[config.mk]
export PLATFORM = sky130hd
export DESIGN_NAME = cmos_line_capture
export DESIGN_NICKNAME = d
export VERILOG_FILES = /design/src/rtl/cmos_pkg.sv /design/src/rtl/cmos_edge_sync.sv /design/src/rtl/cmos_line_capture.sv
export SDC_FILE = /design/constraint.sdc
export NUM_CORES = 1
export LEC_CHECK = 0
export ABC_AREA = 1
export BUFFER_PORTS_ARGS = -buffer_cell sky130_fd_sc_hd__buf_2
export CORE_MARGIN = 3
export CORE_UTILIZATION = 53
export CTS_CLUSTER_DIAMETER = 200
export DETAILED_ROUTE_END_ITERATION = 8
export PLACE_DENSITY = 0.8
export SLEW_MARGIN = 30
export SYNTH_ARGS = -nofsm -noshare
export SYNTH_HDL_FRONTEND = slang
export SYNTH_SLANG_ARGS = --single-unit
[constraint.sdc]
create_clock -name clk -period 2.1 [get_ports clk]
set_input_delay 0.315 -clock clk [delete_from_list [all_inputs] [get_ports clk]]
set_output_delay 0.315 -clock clk [all_outputs]
set_load 0.03 [all_outputs]
[src/rtl/cmos_pkg.sv]
// -----------------------------------------------------------------------------
// cmos_pkg
// Shared definitions for the OV5640 DVP line-capture slice.
//   state_t            : one-hot capture state encoding
//   PAD_BYTE           : filler byte written to complete an odd-length line
//   DEF_SKIP_FRAMES    : default count of settling frames dropped after reset
//   DEF_MAX_LINE_BYTES : default per-line FIFO write limit
//   DEF_CNT_W          : default width of line-byte / line counters
// -----------------------------------------------------------------------------
package cmos_pkg;

   typedef enum logic [5:0] {
      ST_SKIP       = 6'b000001,
      ST_WAIT_FRAME = 6'b000010,
      ST_FRAME      = 6'b000100,
      ST_LINE       = 6'b001000,
      ST_LINE_DROP  = 6'b010000,
      ST_LINE_END   = 6'b100000
   } state_t;

   localparam logic [7:0] PAD_BYTE           = 8'h00;
   localparam int         DEF_SKIP_FRAMES    = 10;
   localparam int         DEF_MAX_LINE_BYTES = 4096;
   localparam int         DEF_CNT_W          = 16;

endpackage

[src/rtl/cmos_edge_sync.sv]
// -----------------------------------------------------------------------------
// cmos_edge_sync
// Registers the DVP bus once and derives vsync/href edges from the registered
// copies, so every downstream decision sees one consistent sample.
//   clk, rst_n        : pixel clock, synchronous active-low reset
//   vsync_i, href_i   : raw frame sync / line valid
//   data_i            : raw pixel byte
//   vsync_d_o, href_d_o, data_d_o : registered bus
//   vsync_rise_o      : 1-cycle, registered vsync went 0->1
//   href_rise_o       : 1-cycle, registered href went 0->1
//   href_fall_o       : 1-cycle, registered href went 1->0
// -----------------------------------------------------------------------------
module cmos_edge_sync (
   input  logic       clk,
   input  logic       rst_n,
   input  logic       vsync_i,
   input  logic       href_i,
   input  logic [7:0] data_i,
   output logic       vsync_d_o,
   output logic       href_d_o,
   output logic [7:0] data_d_o,
   output logic       vsync_rise_o,
   output logic       href_rise_o,
   output logic       href_fall_o
);

   logic       vsync_d;
   logic       vsync_dd;
   logic       href_d;
   logic       href_dd;
   logic [7:0] data_d;

   always_ff @(posedge clk) begin
      if (!rst_n) begin
         vsync_d  <= 1'b0;
         vsync_dd <= 1'b0;
         href_d   <= 1'b0;
         href_dd  <= 1'b0;
         data_d   <= '0;
      end else begin
         vsync_d  <= vsync_i;
         vsync_dd <= vsync_d;
         href_d   <= href_i;
         href_dd  <= href_d;
         data_d   <= data_i;
      end
   end

   assign vsync_d_o    = vsync_d;
   assign href_d_o     = href_d;
   assign data_d_o     = data_d;
   assign vsync_rise_o = vsync_d & ~vsync_dd;
   assign href_rise_o  = href_d & ~href_dd;
   assign href_fall_o  = ~href_d & href_dd;

endmodule

[src/rtl/cmos_line_capture.sv]
// -----------------------------------------------------------------------------
// cmos_line_capture
// Camera-side capture: skips settling frames, writes accepted line bytes into
// the line FIFO and reports line width / frame height for the UDP sender.
// Entirely in the pixel-clock domain.
//   clk, rst_n     : pixel clock, synchronous active-low reset
//   cmos_vsync     : frame sync, rising edge = frame start
//   cmos_href      : line valid
//   cmos_data      : pixel byte
//   capture_en     : frame enable, sampled at vsync rise
//   fifo_ready     : FIFO holds a full line, sampled at href rise
//   fifo_wr/_data  : FIFO write strobe and byte (bus + 2 clk)
//   href_end       : 1-cycle pulse, accepted line complete
//   if_first_href  : ended line was first accepted line of its frame
//   cmos_h         : pixels (bytes/2, rounded up) of last completed line
//   cmos_v         : accepted lines in previous frame
//   frame_done     : 1-cycle pulse when cmos_v updates
//   drop_cnt       : lines dropped for fifo_ready low (saturating)
//   len_err        : 1-cycle pulse on odd or over-length line
//   dbg_state      : current capture state
// -----------------------------------------------------------------------------
module cmos_line_capture
   import cmos_pkg::*;
#(
   parameter int SKIP_FRAMES    = DEF_SKIP_FRAMES,
   parameter int MAX_LINE_BYTES = DEF_MAX_LINE_BYTES,
   parameter int CNT_W          = DEF_CNT_W
) (
   input  logic             clk,
   input  logic             rst_n,
   input  logic             cmos_vsync,
   input  logic             cmos_href,
   input  logic [7:0]       cmos_data,
   input  logic             capture_en,
   input  logic             fifo_ready,
   output logic             fifo_wr,
   output logic [7:0]       fifo_wr_data,
   output logic             href_end,
   output logic             if_first_href,
   output logic [CNT_W-1:0] cmos_h,
   output logic [CNT_W-1:0] cmos_v,
   output logic             frame_done,
   output logic [15:0]      drop_cnt,
   output logic             len_err,
   output state_t           dbg_state
);

   localparam int               SKIP_M1   = (SKIP_FRAMES > 0) ? SKIP_FRAMES - 1 : 0;
   localparam logic [CNT_W-1:0] SKIP_LAST = SKIP_M1[CNT_W-1:0];
   localparam logic [CNT_W:0]   MAX_X     = MAX_LINE_BYTES[CNT_W:0];

   // min(bc, MAX+1)/2 rounded up; an over-length line reports one pad pixel.
   function automatic logic [CNT_W-1:0] line_pixels(input logic [CNT_W-1:0] bc);
      logic [CNT_W:0] clip;
      logic [CNT_W:0] half;
      clip = ({1'b0, bc} > MAX_X) ? MAX_X + 1'b1 : {1'b0, bc};
      half = (clip + 1'b1) >> 1;
      return half[CNT_W-1:0];
   endfunction

   logic       vsync_d;
   logic       href_d;
   logic [7:0] data_d;
   logic       vsync_rise;
   logic       href_rise;
   logic       href_fall;

   cmos_edge_sync u_edge_sync (
      .clk          (clk),
      .rst_n        (rst_n),
      .vsync_i      (cmos_vsync),
      .href_i       (cmos_href),
      .data_i       (cmos_data),
      .vsync_d_o    (vsync_d),
      .href_d_o     (href_d),
      .data_d_o     (data_d),
      .vsync_rise_o (vsync_rise),
      .href_rise_o  (href_rise),
      .href_fall_o  (href_fall)
   );

   state_t           state_q;
   logic [CNT_W-1:0] skip_cnt_q;
   logic [CNT_W-1:0] byte_cnt_q;
   logic [CNT_W-1:0] line_cnt_q;
   logic             first_pend_q;
   logic             vs_pend_q;    // vsync rise seen in LINE/LINE_END, served from FRAME
   logic             end_pend_q;   // href_end deferred one cycle behind the pad write
   logic             fifo_wr_q;
   logic [7:0]       fifo_wr_data_q;
   logic             href_end_q;
   logic             if_first_q;
   logic [CNT_W-1:0] cmos_h_q;
   logic [CNT_W-1:0] cmos_v_q;
   logic             frame_done_q;
   logic [15:0]      drop_cnt_q;
   logic             len_err_q;
   logic             vs_evt;

   assign vs_evt = vsync_rise | vs_pend_q;

   always_ff @(posedge clk) begin
      if (!rst_n) begin
         state_q        <= ST_SKIP;
         skip_cnt_q     <= '0;
         byte_cnt_q     <= '0;
         line_cnt_q     <= '0;
         first_pend_q   <= 1'b0;
         vs_pend_q      <= 1'b0;
         end_pend_q     <= 1'b0;
         fifo_wr_q      <= 1'b0;
         fifo_wr_data_q <= '0;
         href_end_q     <= 1'b0;
         if_first_q     <= 1'b0;
         cmos_h_q       <= '0;
         cmos_v_q       <= '0;
         frame_done_q   <= 1'b0;
         drop_cnt_q     <= '0;
         len_err_q      <= 1'b0;
      end else begin
         fifo_wr_q    <= 1'b0;
         href_end_q   <= 1'b0;
         frame_done_q <= 1'b0;
         len_err_q    <= 1'b0;

         // byte_cnt_q is still intact here even if a new line starts now.
         if (end_pend_q) begin
            end_pend_q   <= 1'b0;
            href_end_q   <= 1'b1;
            cmos_h_q     <= line_pixels(byte_cnt_q);
            if_first_q   <= first_pend_q;
            first_pend_q <= 1'b0;
         end

         // Frame end and the next frame's start share one cycle.
         if (vs_evt && (state_q == ST_FRAME || state_q == ST_LINE_DROP)) begin
            vs_pend_q    <= 1'b0;
            cmos_v_q     <= line_cnt_q;
            frame_done_q <= 1'b1;
            if (capture_en) begin
               state_q      <= ST_FRAME;
               line_cnt_q   <= '0;
               first_pend_q <= 1'b1;
            end else begin
               state_q <= ST_WAIT_FRAME;
            end
         end else begin
            case (state_q)
               ST_SKIP: begin
                  if (SKIP_FRAMES == 0) begin
                     state_q <= ST_WAIT_FRAME;
                  end else if (vsync_rise) begin
                     skip_cnt_q <= skip_cnt_q + 1'b1;
                     if (skip_cnt_q == SKIP_LAST) state_q <= ST_WAIT_FRAME;
                  end
               end
               ST_WAIT_FRAME: begin
                  if (vsync_rise && capture_en) begin
                     state_q      <= ST_FRAME;
                     line_cnt_q   <= '0;
                     first_pend_q <= 1'b1;
                  end
               end
               ST_FRAME: begin
                  // href during vsync high is blanking. The first byte is on
                  // data_d in the rise cycle, so it is written here.
                  if (href_rise && !vsync_d) begin
                     if (fifo_ready) begin
                        state_q        <= ST_LINE;
                        byte_cnt_q     <= {{(CNT_W-1){1'b0}}, 1'b1};
                        fifo_wr_q      <= 1'b1;
                        fifo_wr_data_q <= data_d;
                     end else begin
                        state_q <= ST_LINE_DROP;
                        if (drop_cnt_q != 16'hFFFF) drop_cnt_q <= drop_cnt_q + 1'b1;
                     end
                  end
               end
               ST_LINE: begin
                  if (vsync_rise || href_fall) begin
                     vs_pend_q <= vsync_rise;
                     state_q   <= ST_LINE_END;
                     // Even line: last data write is on the bus now, end it next cycle.
                     if (!byte_cnt_q[0]) begin
                        href_end_q   <= 1'b1;
                        cmos_h_q     <= line_pixels(byte_cnt_q);
                        if_first_q   <= first_pend_q;
                        first_pend_q <= 1'b0;
                     end
                  end else if (href_d) begin
                     if ({1'b0, byte_cnt_q} < MAX_X) begin
                        fifo_wr_q      <= 1'b1;
                        fifo_wr_data_q <= data_d;
                     end
                     if (byte_cnt_q != '1) byte_cnt_q <= byte_cnt_q + 1'b1;
                  end
               end
               ST_LINE_DROP: begin
                  if (href_fall) state_q <= ST_FRAME;
               end
               ST_LINE_END: begin
                  // The 2-clk minimum href gap keeps href rises out of this
                  // cycle; a vsync rise is carried into FRAME.
                  vs_pend_q  <= vs_pend_q | vsync_rise;
                  line_cnt_q <= line_cnt_q + 1'b1;
                  state_q    <= ST_FRAME;
                  if (byte_cnt_q[0]) begin
                     fifo_wr_q      <= 1'b1;
                     fifo_wr_data_q <= PAD_BYTE;
                     len_err_q      <= 1'b1;
                     end_pend_q     <= 1'b1;
                  end
                  if ({1'b0, byte_cnt_q} > MAX_X) len_err_q <= 1'b1;
               end
               default: state_q <= ST_SKIP;
            endcase
         end
      end
   end

   assign fifo_wr       = fifo_wr_q;
   assign fifo_wr_data  = fifo_wr_data_q;
   assign href_end      = href_end_q;
   assign if_first_href = if_first_q;
   assign cmos_h        = cmos_h_q;
   assign cmos_v        = cmos_v_q;
   assign frame_done    = frame_done_q;
   assign drop_cnt      = drop_cnt_q;
   assign len_err       = len_err_q;
   assign dbg_state     = state_q;

endmodule
==> results.md <==
* Nets at 1102
* Largest net degree at the start of global routing at 44
* CORE AREA at 0.0122 mm²
* Worst flop-to-flop path startpoint: byte_cnt_q[0]
* Cts hold-fix bufs at 0
* Unrepaired setup endpoints after global routing: false
* Die H at 119 µm
* Max VDD drop at 0.533 mV
* Leak pwr at 0.00338 µW
* Synth Warn # at 0
* CP max FO at 4
* Area taken by multi-input logic gates at 0.00355 mm²
* Hold crit path type: input pin to register
* Flip-flop and latch count after synthesis at 130
* # DRC at 0
* Sequential Area at 0.00261 mm²
* Dpl cell area at 0.00739 mm²
* Status: finished, final reports clean
* Die area at 0.0141 mm²
* Routed length per instance at 13.4 µm
* Number of synthesized flops with an enable pin at 0
* Syn avg cell area at 6.83 µm²
* Die width at 119 µm
* Reg2Reg Depth at 14
* First-pass GRT wire length at 29.1 mm
* Post-Synth Adder-Cell Area at 1.30%
* Final Critical Period at 1.94 ns
* Min-Delay Endpoint: u_edge_sync.data_d_o[1]
* Vias in the first global route at 6144
* Synth Area in Compound Gates at 11.4%
* # diodes at 0
* Worst-Margin Slew at 0.473 ns
* Dpl hpwl at 12.2 mm
* HP Start: cmos_data[1]
* GP Congestion at 0.943
* Hold path cells at 3
* Via/cell ratio at 5.21
* Antenna viol nets, final at 0
* WP data arrival at 2.26 ns
* Initial core utilization at 55.1%
* Design area at 0.00800 mm²
* Synth cell types at 46
* WL final at 16.9 mm
* Max Clk Rate at 0.515 GHz
* Post-placement setup slack at 0.0733 ns
* Worst skew pair latency at 0.42 ns
* PortBufs at 80
* CTS Buf Count at 17
* Grt ovf at 0
* Worst path required time at 2.42 ns
* Drt first-iter violations at 531
* Slew HR at 68.2%
* Clock root buffer: clkbuf_16
* Period utilisation layout at 92.5%
* WS Path Type: register to register
* CTS tree: built
* Crit path from: byte_cnt_q[0]
* Proportion of layout cells with a drive suffix above 1 at 18.2%
* Io pins at 81
* Post-Syn Area at 0.00672 mm²
* Clock Skew at 0.00867 ns
* DR vias at 6560
* Hold Fails Final Rpt at 0
* Simple-gate share of the synthesized area at 36.5%
* Post-Syn Instances at 984
* Fraction of the yosys area taken by sequential cells at 38.7%
* Rows at 40
* XOR/XNOR Fraction of Synth Area at 2.87%
* Final Setup Violations at 0
* R2r setup slk at 0.16 ns
* # Max-Cap Violations at 0
* Number of fill cells at 1116
* Clock buffer depth at 2
* Antenna violations before repair at 0
* Post-synthesis async set-or-reset flop share at 0%
* Inst Count DP at 1228
* Slack of the critical path at 0.157 ns
* # clock sinks at 130
* Final Power at 5880 µW
* Post-synthesis mux area share at 0.298%
* Synth Net Count at 1005
* R2R Path End: cmos_h[7]
* Top FF cell, synth: dfxtp_1
* Largest family of logic cells by synthesized area: simple AND/OR/NAND/NOR gates
* CP startpoint kind: register
* Area Overhead vs Synth at 19.0%
* H-Tree Depth at 4
* Setup TNS at 0 ns
* GRT Total Usage at 24.8%
* CTS clk-pin slew, worst paths at 0.05 ns
* Finished Layout Cells at 1260
* DR pass1 iterations at 6
* Pins over their slew limit at 0
* Crit. End Element: register
* Pwr Density at 736 mW/mm²
[metrics by stage]
step	hold WS (ns)	utilization, %
after floorplan	0.413	-
after global placement	0.429	60.6
after detailed placement	0.431	60.6
after CTS	0.0674	65.2
after global routing	0.0775	65.5
final	0.0794	65.5
[critical path, cell delays in order (launching register included)]
cell and delay [ns]:
dfxtp_4 0.34, inv_2 0.05, ha_1 0.14, nand3_1 0.07, nor2_1 0.10, nand2_1 0.09, a21oi_2 0.15, ha_2 0.22
nand3_4 0.09, nor2_4 0.13, inv_1 0.06, o211ai_1 0.15, o21ai_1 0.08, o21bai_1 0.13, inv_1 0.05
[where the power goes]
part | leakage [µW] | switching, µW | internal [µW]
Sequential | 0.00105 | 38.4 | 2510
Combinational | 0.00205 | 324 | 130
Clock | 0.000276 | 1020 | 1870
Total | 0.00338 | 1380 | 4500
[metal layers]
layer	wire [µm]	vias to the layer above	global-route usage, %
met4	263	0	7.24
met1	7810	2976	33.3
met2	7830	202	39.9
met5	0	-	0
met3	1040	25	5.93
li1	-	3357	-
[cells in the final DEF (no fill, tap or decap), types with 3 or more instances in the layout]
master     instances
nand2_2           14
o21ai_0           47
nand2_4            3
clkbuf_1           6
nand4_1           17
clkbuf_16         18
inv_1            108
xor2_1            16
nor3b_1            6
nor3_1            21
xnor2_1            6
or2_2              4
nor2_4            10
nand3_1           81
o211ai_1           3
nor2_1           113
buf_2             80
ha_1               6
a21oi_2           10
o21bai_1           3
a21oi_1           63
inv_2              5
a211oi_1           3
nand3_4            3
dfxtp_1          128
nor2_2             7
buf_4             28
nand2_1          253
[flip-flops by register name (all words and copies together) (netlist names), 6 cells and up]
signal	flops
u_edge_sync.data_d_o	8
dbg_state	6
cmos_h	16
fifo_wr_data	8
skip_cnt_q	16
line_cnt_q	16
drop_cnt	16
byte_cnt_q	16
cmos_v	16
[how the worst max path moves through the flow]
stage	to	slack, ns
final	cmos_h[7]	0.16
after global routing	cmos_h[7]	0.002
after CTS	cmos_h[7]	0.06
after detailed placement	cmos_h[7]	0.07
after global placement	cmos_h[7]	0.13
after floorplan	cmos_h[7]	0.009
[final cells by class]
class	count	share of cell area (%)
Sequential cell	130	32.6
Clock buffer	26	6.26
Inverter	114	5.35
Tap cell	168	2.63
Timing Repair Buffer	109	7.88
Multi-Input combinational cell	709	44.4
Clock inverter	4	0.907
[synthesized netlist by cell type (3+ instances only)]
master	instances	area, µm²
a211oi_1	3	22.5
a21oi_1	64	320
a21oi_2	9	78.8
buf_2	10	50.1
buf_6	4	45.0
clkbuf_1	13	48.8
dfxtp_1	130	2600
ha_1	7	87.6
inv_1	111	417
nand2_1	254	953
nand2_2	13	81.3
nand2_4	3	33.8
nand3_1	82	410
nand4_1	17	106
nor2_1	116	435
nor2_2	5	31.3
nor2_4	9	101
nor3_1	21	105
nor3b_1	6	45.0
o211ai_1	3	22.5
o21ai_0	48	240
o21bai_1	3	22.5
or2_2	4	25.0
xnor2_1	6	52.6
xor2_1	16	140
[cells by family after synthesis]
| family | count (synthesis) |
|---|---|
| flops | 130 |
| buf+inv | 145 |
| fa+ha+maj | 7 |
| simple gates | 541 |
| mux | 2 |
| xor+xnor | 22 |
| compound gates | 137 |
[timing repair]
| action | 4_1_cts | 5_1_grt |
|---|---|---|
| setup endpoints to repair | 0 | 3 |
| buffers inserted | 0 | 2 |
| resized for setup | 0 | 6 |
(Power assumes the default switching activity.)
